## src/rtl/pattern_ser_pkg.sv

```systemverilog
// Shared types and sizing helpers for the pattern bit serializer.
// SER_PARITY_EN appends one even-parity bit to every frame.
package pattern_ser_pkg;

  typedef enum logic {StIdle, StShift} ser_state_e;

`ifdef SER_PARITY_EN
  localparam int unsigned ParityBits = 1;
`else
  localparam int unsigned ParityBits = 0;
`endif

  function automatic int unsigned cnt_width(input int unsigned w);
    return $clog2(w + 1);
  endfunction

  function automatic int unsigned frame_len(input int unsigned w);
    return w + ParityBits;
  endfunction

endpackage

```

## src/rtl/pattern_ser_hold.sv

```systemverilog
// One-entry holding buffer; accepts a word when empty, releases it on rd_i.
module pattern_ser_hold #(
  parameter int unsigned W = 8
) (
  input  logic         clk_i,
  input  logic         rst_i,
  input  logic         wr_i,
  input  logic [W-1:0] data_i,
  input  logic         rd_i,
  output logic         vld_o,
  output logic [W-1:0] data_o,
  output logic         ready_o
);

  logic         vld_q, vld_d;
  logic [W-1:0] data_q, data_d;

  always_comb begin
    vld_d  = vld_q;
    data_d = data_q;
    if (rd_i) vld_d = 1'b0;
    if (wr_i) begin
      vld_d  = 1'b1;
      data_d = data_i;
    end
  end

  always_ff @(posedge clk_i) begin
    if (rst_i) begin
      vld_q  <= 1'b0;
      data_q <= '0;
    end else begin
      vld_q  <= vld_d;
      data_q <= data_d;
    end
  end

  assign vld_o   = vld_q;
  assign data_o  = data_q;
  assign ready_o = !vld_q && !rst_i;

endmodule

```

## src/rtl/pattern_bit_serializer.sv

```systemverilog
// Parallel-to-serial feeder for the pattern detector with a one-word skid buffer.
// Define SER_PARITY_EN to append an even-parity bit to each frame.
module pattern_bit_serializer
  import pattern_ser_pkg::*;
#(
  parameter int unsigned W         = 8,
  parameter bit          LSB_FIRST = 1'b0,
  parameter bit          IDLE_BIT  = 1'b0
) (
  input  logic         clk,
  input  logic         rst,
  input  logic [W-1:0] din,
  input  logic         din_valid,
  output logic         din_ready,
  output logic         x,
  output logic         x_valid,
  output logic         busy
);

  localparam int unsigned CntW = cnt_width(W);
  localparam int unsigned Frame = frame_len(W);
  localparam logic [CntW-1:0] LastCnt = CntW'(Frame - 1);
`ifdef SER_PARITY_EN
  localparam logic [CntW-1:0] LastDataCnt = CntW'(W - 1);
`endif

  ser_state_e      state_q, state_d;
  logic [CntW-1:0] cnt_q, cnt_d;
  logic [W-1:0]    shreg_q, shreg_d;
  logic            x_q, x_d;
  logic            x_valid_q, x_valid_d;
`ifdef SER_PARITY_EN
  logic            parity_q, parity_d;
`endif

  logic         hold_vld, hold_ready, hold_wr, hold_rd;
  logic [W-1:0] hold_data;
  logic         accept, frame_end, load;
  logic [W-1:0] load_word;

  function automatic logic first_bit(input logic [W-1:0] w);
    return LSB_FIRST ? w[0] : w[W-1];
  endfunction

  // shreg holds the not-yet-emitted bits, next one always at the output end
  function automatic logic [W-1:0] drop_bit(input logic [W-1:0] w);
    return LSB_FIRST ? (w >> 1) : (w << 1);
  endfunction

  pattern_ser_hold #(
    .W(W)
  ) u_hold (
    .clk_i  (clk),
    .rst_i  (rst),
    .wr_i   (hold_wr),
    .data_i (din),
    .rd_i   (hold_rd),
    .vld_o  (hold_vld),
    .data_o (hold_data),
    .ready_o(hold_ready)
  );

  assign din_ready = hold_ready;
  assign accept    = din_valid && din_ready;
  assign frame_end = (state_q == StShift) && (cnt_q == LastCnt);

  always_comb begin
    state_d   = state_q;
    cnt_d     = cnt_q;
    shreg_d   = shreg_q;
    x_d       = x_q;
    x_valid_d = x_valid_q;
`ifdef SER_PARITY_EN
    parity_d  = parity_q;
`endif
    hold_wr   = 1'b0;
    hold_rd   = 1'b0;
    load      = 1'b0;
    load_word = din;

    unique case (state_q)
      StIdle: begin
        if (accept) load = 1'b1;
      end
      StShift: begin
        if (frame_end) begin
          if (hold_vld) begin
            load      = 1'b1;
            load_word = hold_data;
            hold_rd   = 1'b1;
          end else if (accept) begin
            load = 1'b1;
          end else begin
            state_d   = StIdle;
            cnt_d     = '0;
            x_d       = IDLE_BIT;
            x_valid_d = 1'b0;
          end
        end else begin
          hold_wr = accept;
          cnt_d   = cnt_q + 1'b1;
          shreg_d = drop_bit(shreg_q);
`ifdef SER_PARITY_EN
          x_d     = (cnt_q == LastDataCnt) ? parity_q
                                           : (LSB_FIRST ? shreg_q[0] : shreg_q[W-1]);
`else
          x_d     = LSB_FIRST ? shreg_q[0] : shreg_q[W-1];
`endif
        end
      end
      default: state_d = StIdle;
    endcase

    if (load) begin
      state_d   = StShift;
      cnt_d     = '0;
      x_d       = first_bit(load_word);
      x_valid_d = 1'b1;
      shreg_d   = drop_bit(load_word);
`ifdef SER_PARITY_EN
      parity_d  = ^load_word;
`endif
    end
  end

  always_ff @(posedge clk) begin
    if (rst) begin
      state_q   <= StIdle;
      cnt_q     <= '0;
      shreg_q   <= '0;
      x_q       <= IDLE_BIT;
      x_valid_q <= 1'b0;
`ifdef SER_PARITY_EN
      parity_q  <= 1'b0;
`endif
    end else begin
      state_q   <= state_d;
      cnt_q     <= cnt_d;
      shreg_q   <= shreg_d;
      x_q       <= x_d;
      x_valid_q <= x_valid_d;
`ifdef SER_PARITY_EN
      parity_q  <= parity_d;
`endif
    end
  end

  assign x       = x_q;
  assign x_valid = x_valid_q;
  assign busy    = (state_q == StShift) || hold_vld;

endmodule

```

## config.mk

```make
export PLATFORM = sky130hd
export DESIGN_NAME = pattern_bit_serializer
export DESIGN_NICKNAME = d
export VERILOG_FILES = /design/src/rtl/pattern_ser_pkg.sv /design/src/rtl/pattern_ser_hold.sv /design/src/rtl/pattern_bit_serializer.sv
export SDC_FILE = /design/constraint.sdc
export NUM_CORES = 1
export LEC_CHECK = 0
export BUFFER_PORTS_ARGS = -buffer_cell sky130_fd_sc_hd__buf_2
export CAP_MARGIN = 20
export CELL_PAD_IN_SITES_DETAIL_PLACEMENT = 2
export CELL_PAD_IN_SITES_GLOBAL_PLACEMENT = 2
export CORE_MARGIN = 2
export CORE_UTILIZATION = 37
export DETAILED_ROUTE_END_ITERATION = 10
export PLACE_DENSITY = 0.82
export SLEW_MARGIN = 25
export SYNTH_ARGS = -nofsm -noshare
export SYNTH_HDL_FRONTEND = slang
export SYNTH_HIERARCHICAL = 1
export SYNTH_SLANG_ARGS = --single-unit
```

## constraint.sdc

```tcl
create_clock -name clk -period 4.77 [get_ports clk]
set_input_delay 0.477 -clock clk [delete_from_list [all_inputs] [get_ports clk]]
set_output_delay 0.477 -clock clk [all_outputs]
set_load 0.05 [all_outputs]
```

Word-level counts from Yosys, hierarchy flattened
Index checks and enable logic that the tools add are counted.
{"block": "op_classes", "addsub": 1, "n_mul": 0, "div_mod_pow": 0, "order_cmp": 0, "eq_ne": 8, "shift": 0, "muxes": 31, "bitwise": 1, "reduce_logical": 14}
{"cell": "$mux 8", "count": 6}
{"cell": "$mux 1", "count": 21}
{"cell": "$mux 4", "count": 3}
{"cell": "$ne 2x2->1 const B", "count": 3}
{"cell": "$reduce_and 3->1", "count": 2}
{"cell": "$reduce_bool 2->1", "count": 3}
{"cell": "$add 4x1->4 const B", "count": 1}
{"cell": "$eq 4x3->1 const B", "count": 1}
{"cell": "$ne 2x1->1 const B", "count": 2}
{"cell": "$reduce_and 4->1", "count": 1}
{"cell": "$logic_and 1x1->1", "count": 3}
{"cell": "$ne 3x2->1 const B", "count": 1}
{"cell": "$ne 3x3->1 const B", "count": 1}
{"cell": "$logic_not 1->1", "count": 2}
{"cell": "$pmux 1 s2", "count": 1}
{"cell": "$reduce_and 2->1", "count": 1}
{"cell": "$reduce_or 2->1", "count": 1}
{"cell": "$logic_or 1x1->1", "count": 1}
{"cell": "$not 1->1", "count": 1}
{"block": "word_totals", "register_bits": 23, "latchBits": 0, "mem_bits_rw": 0, "rom_bits": 0, "in_bits": 11, "out_inout_bits": 4, "mem_count": 0}

Longest topological paths before layout
Gate-level depths: netlist of run 1.
{"block": "logic_depth", "depth_word": 9, "depth_mapped": 8}

Hierarchy
Netlist of run 1, hierarchy kept.
{"module": "pattern_bit_serializer", "n_inst": 1, "cells_each": 93, "area_each_um2": 809.5, "seq_area_each_um2": 280.3}
{"module": "pattern_ser_hold", "n_inst": 1, "cells_each": 31, "area_each_um2": 325.3, "seq_area_each_um2": 180.2}

Worst setup path before layout of run 1
No wires, ideal clock.
{"block": "synth_timing", "kind": "input port to flip-flop", "from": "input rst", "to": "register u_hold.data_q[0], in the netlist u_hold/data_o[0]", "arrival_time_ns": 2.396, "required_time_ns": 4.653, "slack_ns": 2.257, "path_stages": 8, "n_path_buf": 3, "cell_sequence": "buf_2 > nor2_1 > and2_1 > buf_2 > and3_2 > buf_6 > mux2i_1 > nor2_1"}
{"block": "synth_between", "elab_chain_len": 5}
{"item": "start: declaration", "line": "pattern_bit_serializer.sv:11", "text": "input logic rst,"}
{"item": "$logic_not 1->1", "line": "pattern_ser_hold.sv:40", "text": "assign ready_o = !vld_q && !rst_i;"}
{"item": "$logic_and 1x1->1", "line": "pattern_ser_hold.sv:40"}
{"item": "named net din_ready", "line": "pattern_bit_serializer.sv:14", "text": "output logic din_ready,"}
{"item": "$logic_and 1x1->1", "line": "pattern_bit_serializer.sv:64", "text": "assign accept = din_valid && din_ready;"}
{"item": "$mux 1", "line": "pattern_bit_serializer.sv:86", "text": "if (frame_end) begin"}
{"item": "$mux 1", "line": "pattern_bit_serializer.sv:81", "text": "unique case (state_q)"}
{"item": "named net hold_wr", "line": "pattern_bit_serializer.sv:36", "text": "logic hold_vld, hold_ready, hold_wr, hold_rd;"}
{"item": "end signal: assignment", "line": "pattern_ser_hold.sv:34", "text": "data_q <= data_d;"}
{"item": "end: declaration", "line": "pattern_ser_hold.sv:16", "text": "logic [W-1:0] data_q, data_d;"}
The timed path passes the listed nets, and every way through them passes these cells.
A chain may end at the register's enable or synchronous reset.

Worst setup path after layout of run 1
{"block": "layout_timing", "from": "register state_q", "to": "output busy"}
{"block": "layout_between", "elab_chain_len": 1}
{"item": "start: declaration", "line": "pattern_bit_serializer.sv:27", "text": "ser_state_e state_q, state_d;"}
{"item": "start signal: assignment", "line": "pattern_bit_serializer.sv:128", "text": "state_q <= StIdle;"}
{"item": "start signal: assignment", "line": "pattern_bit_serializer.sv:137", "text": "state_q <= state_d;"}
{"item": "$logic_or 1x1->1", "line": "pattern_bit_serializer.sv:150", "text": "assign busy = (state_q == StShift) || hold_vld;"}
{"item": "end: declaration", "line": "pattern_bit_serializer.sv:17", "text": "output logic busy"}
No other way between the ends.

==> results of run 1 <==
==> kinds of logic after synthesis <==
group | after synthesis | synth area share (%)
AND/OR/NAND/NOR | 43 | 20.6
AO/OA/AOI/OAI | 37 | 23.0
flip-flops | 23 | 40.6
buffers and inverters | 10 | 5.95
multiplexers | 9 | 7.94
XOR/XNOR | 1 | 0.772
adder cells (fa/ha/maj) | 1 | 1.10
==> tightest hold or removal path, delay by kind of cell <==
family,cells,cell delay [ps]
buffers and inverters,1,80
and+or+nand+nor,1,70
muxes,1,60
==> sequential cells by signal (all words and copies together), names as in the netlist <==
signal         cells
u_hold/data_o      8
shreg_q            7
cnt_q              4
state_q            1
u_hold/vld_o       1
x                  1
x_valid            1
==> layout by cell type (no fill, tap or decap), types with 4 or more instances in the layout <==
| cell type | Yosys | layout |
|---|---|---|
| o21ai_0 | 6 | 6 |
| mux2i_1 | 9 | 9 |
| dfxtp_1 | 23 | 23 |
| a21oi_1 | 7 | 7 |
| nand2_1 | 9 | 9 |
| nor3_1 | 10 | 10 |
| a22oi_1 | 4 | 4 |
| buf_2 | 3 | 14 |
| a211oi_1 | 7 | 7 |
| nor2_1 | 11 | 11 |
==> area by class of cell <==
cell class / count / area share [%]
well taps: 33 / 3.41
clock buffers: 4 / 2.17
inverters: 2 / 0.619
multi-input cells: 91 / 50.1
repair buffers: 14 / 5.78
flip-flops and latches: 23 / 38.0
==> stage by stage <==
stage	cells	power, mW	worst slack [ps]
global route	167	0.388	2500
CTS	167	0.372	2660
global placement	163	0.276	2520
detailed placement	163	0.280	2420
floorplan	124	0.262	2260
finish	167	0.367	2660
==> metal layers <==
metal | up-vias | global-route usage (%) | wire [um]
met3 | 2 | 2.18 | 71
met1 | 477 | 25.4 | 1400
met2 | 9 | 30.5 | 1430
li1 | 473 | - | -
met4 | 0 | 6.82 | 21
met5 | - | 0 | 0
==> power breakdown <==
part / internal (mW) / leakage, nW / switching (mW)
clock: 0.0326 / 0.0150 / 0.0595
combinational: 0.0224 / 0.256 / 0.0387
sequential: 0.203 / 0.188 / 0.0110
total: 0.258 / 0.459 / 0.109
==> worst min path at each step <==
stage / slack (ps) / to / depth (start not counted) / from
3_5_place_dp: 470 / x_valid / 2 / x_valid
2_1_floorplan: 440 / shreg_q[1] / 2 / u_hold/data_o[0]
5_1_grt: 420 / u_hold/data_o[0] / 3 / din[0]
6_report: 410 / u_hold/data_o[0] / 3 / din[0]
4_1_cts: 410 / u_hold/data_o[2] / 3 / din[2]
3_3_place_gp: 440 / x_valid / 2 / x_valid
==> flow_summary.json, run 1 <==
{
  "antenna_found_initial": 0,
  "finalCritPeriodShare_pct": 44.3,
  "placed_area_sq_um": 1190,
  "r2r_slack_ps": 2710,
  "crit_end": "busy",
  "grt_max_degree": 25,
  "max-clock-path-buffers": 2,
  "cts_root_buffer": "clkbuf_4",
  "crit_family": "flip-flops",
  "vdd_ir_drop_max_uv": 102,
  "reg2reg_depth": 5,
  "gr-total-overflow": 0,
  "synth_top_area_share_pct": 40.6,
  "grtUsageTotal_pct": 18.7,
  "fill_cells": 341,
  "clk_latency_ps": 310,
  "hold_violations": 0,
  "io_buffers": 14,
  "vias": 961,
  "syn-num-nets": 136,
  "cts.repair.resized": 0,
  "hold_buffers": 0,
  "tritoncts": "yes",
  "worstMarginPinSlew_ps": 782,
  "synth.yosys.warnings": 6,
  "finalSetupTns_ps": 0,
  "power_density_nw_per_um2": 303,
  "grt_pass1_wl_um": 4960,
  "synth_top_cell_by_area": "dfxtp_1",
  "finalMaxSlewViolations": 0,
  "cts_post_setup_buffers_inserted": 0,
  "synth_ff_type": "dfxtp_1",
  "cp.depth": 2,
  "drt_pass1_iterations": 4,
  "first_iter_violations": 14,
  "cp_slowest_stage_delay_ps": 850,
  "dieArea_sq_um": 3530,
  "drtAntennaViolNets": 0,
  "synth_area_sq_um": 1130,
  "synth_cells": 124,
  "slew_headroom_pct": 47.8,
  "netlist_top_cells_count": "23 x dfxtp_1, 11 x nor2_1, 10 x nor3_1",
  "critPathSlowestCell": "dfxtp_1",
  "ys_seq_area_share_pct": 40.6,
  "worst-endpoint-required_ps": 4290,
  "syn_avg_cell_area_sq_um": 9.15,
  "crit_chain": "or2_2 > buf_2",
  "grt_pass1_vias": 1031,
  "drive_gt1_share_pct": 20.1,
  "max_freq_mhz": 473,
  "async_reset_ff_share_pct": 0,
  "critPathCaptureType": "output pin",
  "worstHoldPathType": "input pin to flip-flop",
  "synth.ff_latch_count": 23,
  "numClockSinks": 23,
  "fin_crit_ps": 2110,
  "rows": 20,
  "routedWlPerCell_um": 17.5,
  "seq_area_sq_um": 460,
  "status": "finished clean",
  "die_y_um": 59.4,
  "cts-buffers-inserted": 3,
  "p_leak_nw": 0.459,
  "skew_ps": 1.66,
  "final_core_util_pct": 40.7,
  "fin_area_sq_um": 1210,
  "synth.most_common_cell": "dfxtp_1",
  "cap_violations": 0,
  "rr_startpoint": "u_hold/vld_o",
  "io_pins": 15,
  "h-tree-depth": 1,
  "place_hpwl_um": 2130,
  "cp-start-kind": "flip-flop",
  "synth_area_leaders": "dfxtp_1 41%, mux2i_1 7.9%, a211oi_1 4.6%",
  "worst-setup-path-type": "flip-flop to output pin",
  "crit_fanout": 19,
  "clk_pin_slew_ps": 130,
  "synth_edf_count": 0,
  "antenna_cells": 0,
  "core_region_area_sq_um": 2980,
  "multi_input_area_sq_um": 607,
  "start_util_pct": 38.1,
  "area_growth_pct": 6.84,
  "rsz0062_at_grt": "false",
  "remaining_drc_errors": 0,
  "hold_ws_ps": 411,
  "routed_wl_um": 2930,
  "worstReg2RegEnd": "u_hold/data_o[2]",
  "gp_congestion": 0.691,
  "arrival_ps": 1640,
  "finalNetCount": 147,
  "die_w_um": 59.4,
  "crit_path_start": "state_q",
  "cp_num_buf_inv": 1,
  "routed_via_density": 5.75,
  "finalSetupViolCount": 0,
  "synth.distinct_cells": 36
}
Note: power is estimated with default switching activity, not from simulation.
==> inputs of run 2 (changes only) <==
CORE_UTILIZATION = 31   (was 37)
PLACE_DENSITY = 0.73   (was 0.82)
clock period = 1.8 ns   (was 4.77 ns; I/O delays follow)
==> run 2 against run 1 <==
  * Die area increased by 18%
  * Clock power rose to 2.7 times the previous value
  * Largest cell class unchanged
  * Design area grew 6.7%
  * Critical endpoint is now shreg_q[5]
  * Core utilization shrank 2.8 points
==> flow_summary.json, run 2 (synthesis gave the netlist of run 1 again) <==
{
  "power_uw": 990,
  "fin_crit_ps": 1620,
  "worst-setup-path-type": "flip-flop to flip-flop",
  "multi_input_area_sq_um": 617,
  "die_y_um": 64.5,
  "finalNetCount": 154,
  "cp-start-kind": "flip-flop",
  "routed_wl_um": 3190,
  "status": "finished clean",
  "drt_pass1_iterations": 4,
  "fill_cells": 426,
  "drive_gt1_share_pct": 27.0,
  "p_leak_nw": 0.495,
  "antenna_found_initial": 0,
  "worstHoldPathType": "input pin to flip-flop",
  "core_region_area_sq_um": 3420,
  "use_met2_pct": 29.0,
  "max-clock-path-buffers": 2,
  "gp_congestion": 0.752,
  "remaining_drc_errors": 0,
  "finalSetupViolCount": 0,
  "seq_area_sq_um": 462,
  "critPathCaptureType": "flip-flop",
  "io_pins": 15,
  "first_iter_violations": 22,
  "grt_pass1_wl_um": 5260,
  "dieArea_sq_um": 4160,
  "slew_headroom_pct": 79.6,
  "io_buffers": 14,
  "rows": 21,
  "placed_area_sq_um": 1260,
  "gr-total-overflow": 0,
  "arrival_ps": 1870,
  "hold_buffers": 0,
  "max_freq_mhz": 616,
  "grt_pass1_vias": 1057,
  "fin_area_sq_um": 1290,
  "final_cell_mix": "22 x dfxtp_1, 14 x buf_2, 10 x nor2_1, 10 x nor3_1",
  "routed_via_density": 5.27,
  "skew_ps": 13.1,
  "grt_max_degree": 24,
  "routedWlPerCell_um": 17.0,
  "finalMaxSlewViolations": 0,
  "start_util_pct": 33.2,
  "area_growth_pct": 14.0,
  "cts_post_setup_buffers_inserted": 0,
  "drtAntennaViolNets": 0,
  "power_density_nw_per_um2": 765,
  "rsz0062_at_grt": "false",
  "die_w_um": 64.5,
  "hold_violations": 0,
  "finalCritPeriodShare_pct": 90.2,
  "clk_latency_ps": 320,
  "clk_pin_slew_ps": 140,
  "grtUsageTotal_pct": 16.7,
  "grt.busiest_layer": "met2",
  "numClockSinks": 23,
  "crit_fanout": 11,
  "largest_reg_flops": 8,
  "worstMarginPinSlew_ps": 306,
  "vdd_ir_drop_max_uv": 295,
  "antenna_cells": 0,
  "final_common_cell": "dfxtp_1",
  "cts.repair.resized": 0,
  "cap_violations": 0,
  "worst-endpoint-required_ps": 2040,
  "cts-buffers-inserted": 3,
  "h-tree-depth": 1,
  "grtUsageMet3_pct": 2.08,
  "use_met1_pct": 20.8,
  "place_hpwl_um": 2360,
  "tritoncts": "yes",
  "cts_root_buffer": "clkbuf_4",
  "vias": 985,
  "finalSetupTns_ps": 0
}
## run 2: layout make-up
type	count	area share, %
clock inverters	1	0.387
well taps	46	4.45
flip-flops and latches	23	35.7
clock buffers	3	1.74
multi-input cells	91	47.7
inverters	2	0.580
repair buffers	21	9.48
## run 2: path summary, 6_finish.rpt
check	from	to	slack, ps	cells after the start
min	din[3]	u_hold/data_o[3]	100	3
max	cnt_q[1]	shreg_q[5]	180	6
max reg2reg	cnt_q[1]	shreg_q[5]	180	6
min reg2reg	x_valid	x_valid	480	2
## run 2: through the flow
stage / cells / hold WS, ps / setup slack, ps / utilization [%]
4_1_cts: 187 / 102 / 54.6 / 37.8
2_1_floorplan: 124 / 252 / 103 / -
3_3_place_gp: 183 / 428 / 187 / 37.0
6_report: 187 / 104 / 177 / 37.9
3_5_place_dp: 183 / 448 / 83.2 / 37.0
5_1_grt: 187 / 98.2 / 15.9 / 37.9
## run 2: metal layers
layer | routed length, um | up-vias
met5 | 0 | -
met4 | 36 | 0
met3 | 86 | 4
met2 | 1560 | 15
met1 | 1510 | 477
li1 | - | 489
## run 2: critical path, stage by stage, from the launching register on
cell      delay (ps)
dfxtp_1          390
ha_2             250
nand4b_4         210
buf_4            220
nor2_4           170
a22oi_1          120
a211oi_1         210
## run 2: report_power, final
| part | internal (mW) | switching (mW) |
|---|---|---|
| clock | 0.0831 | 0.163 |
| combinational | 0.0700 | 0.118 |
| sequential | 0.537 | 0.0188 |
| total | 0.690 | 0.300 |
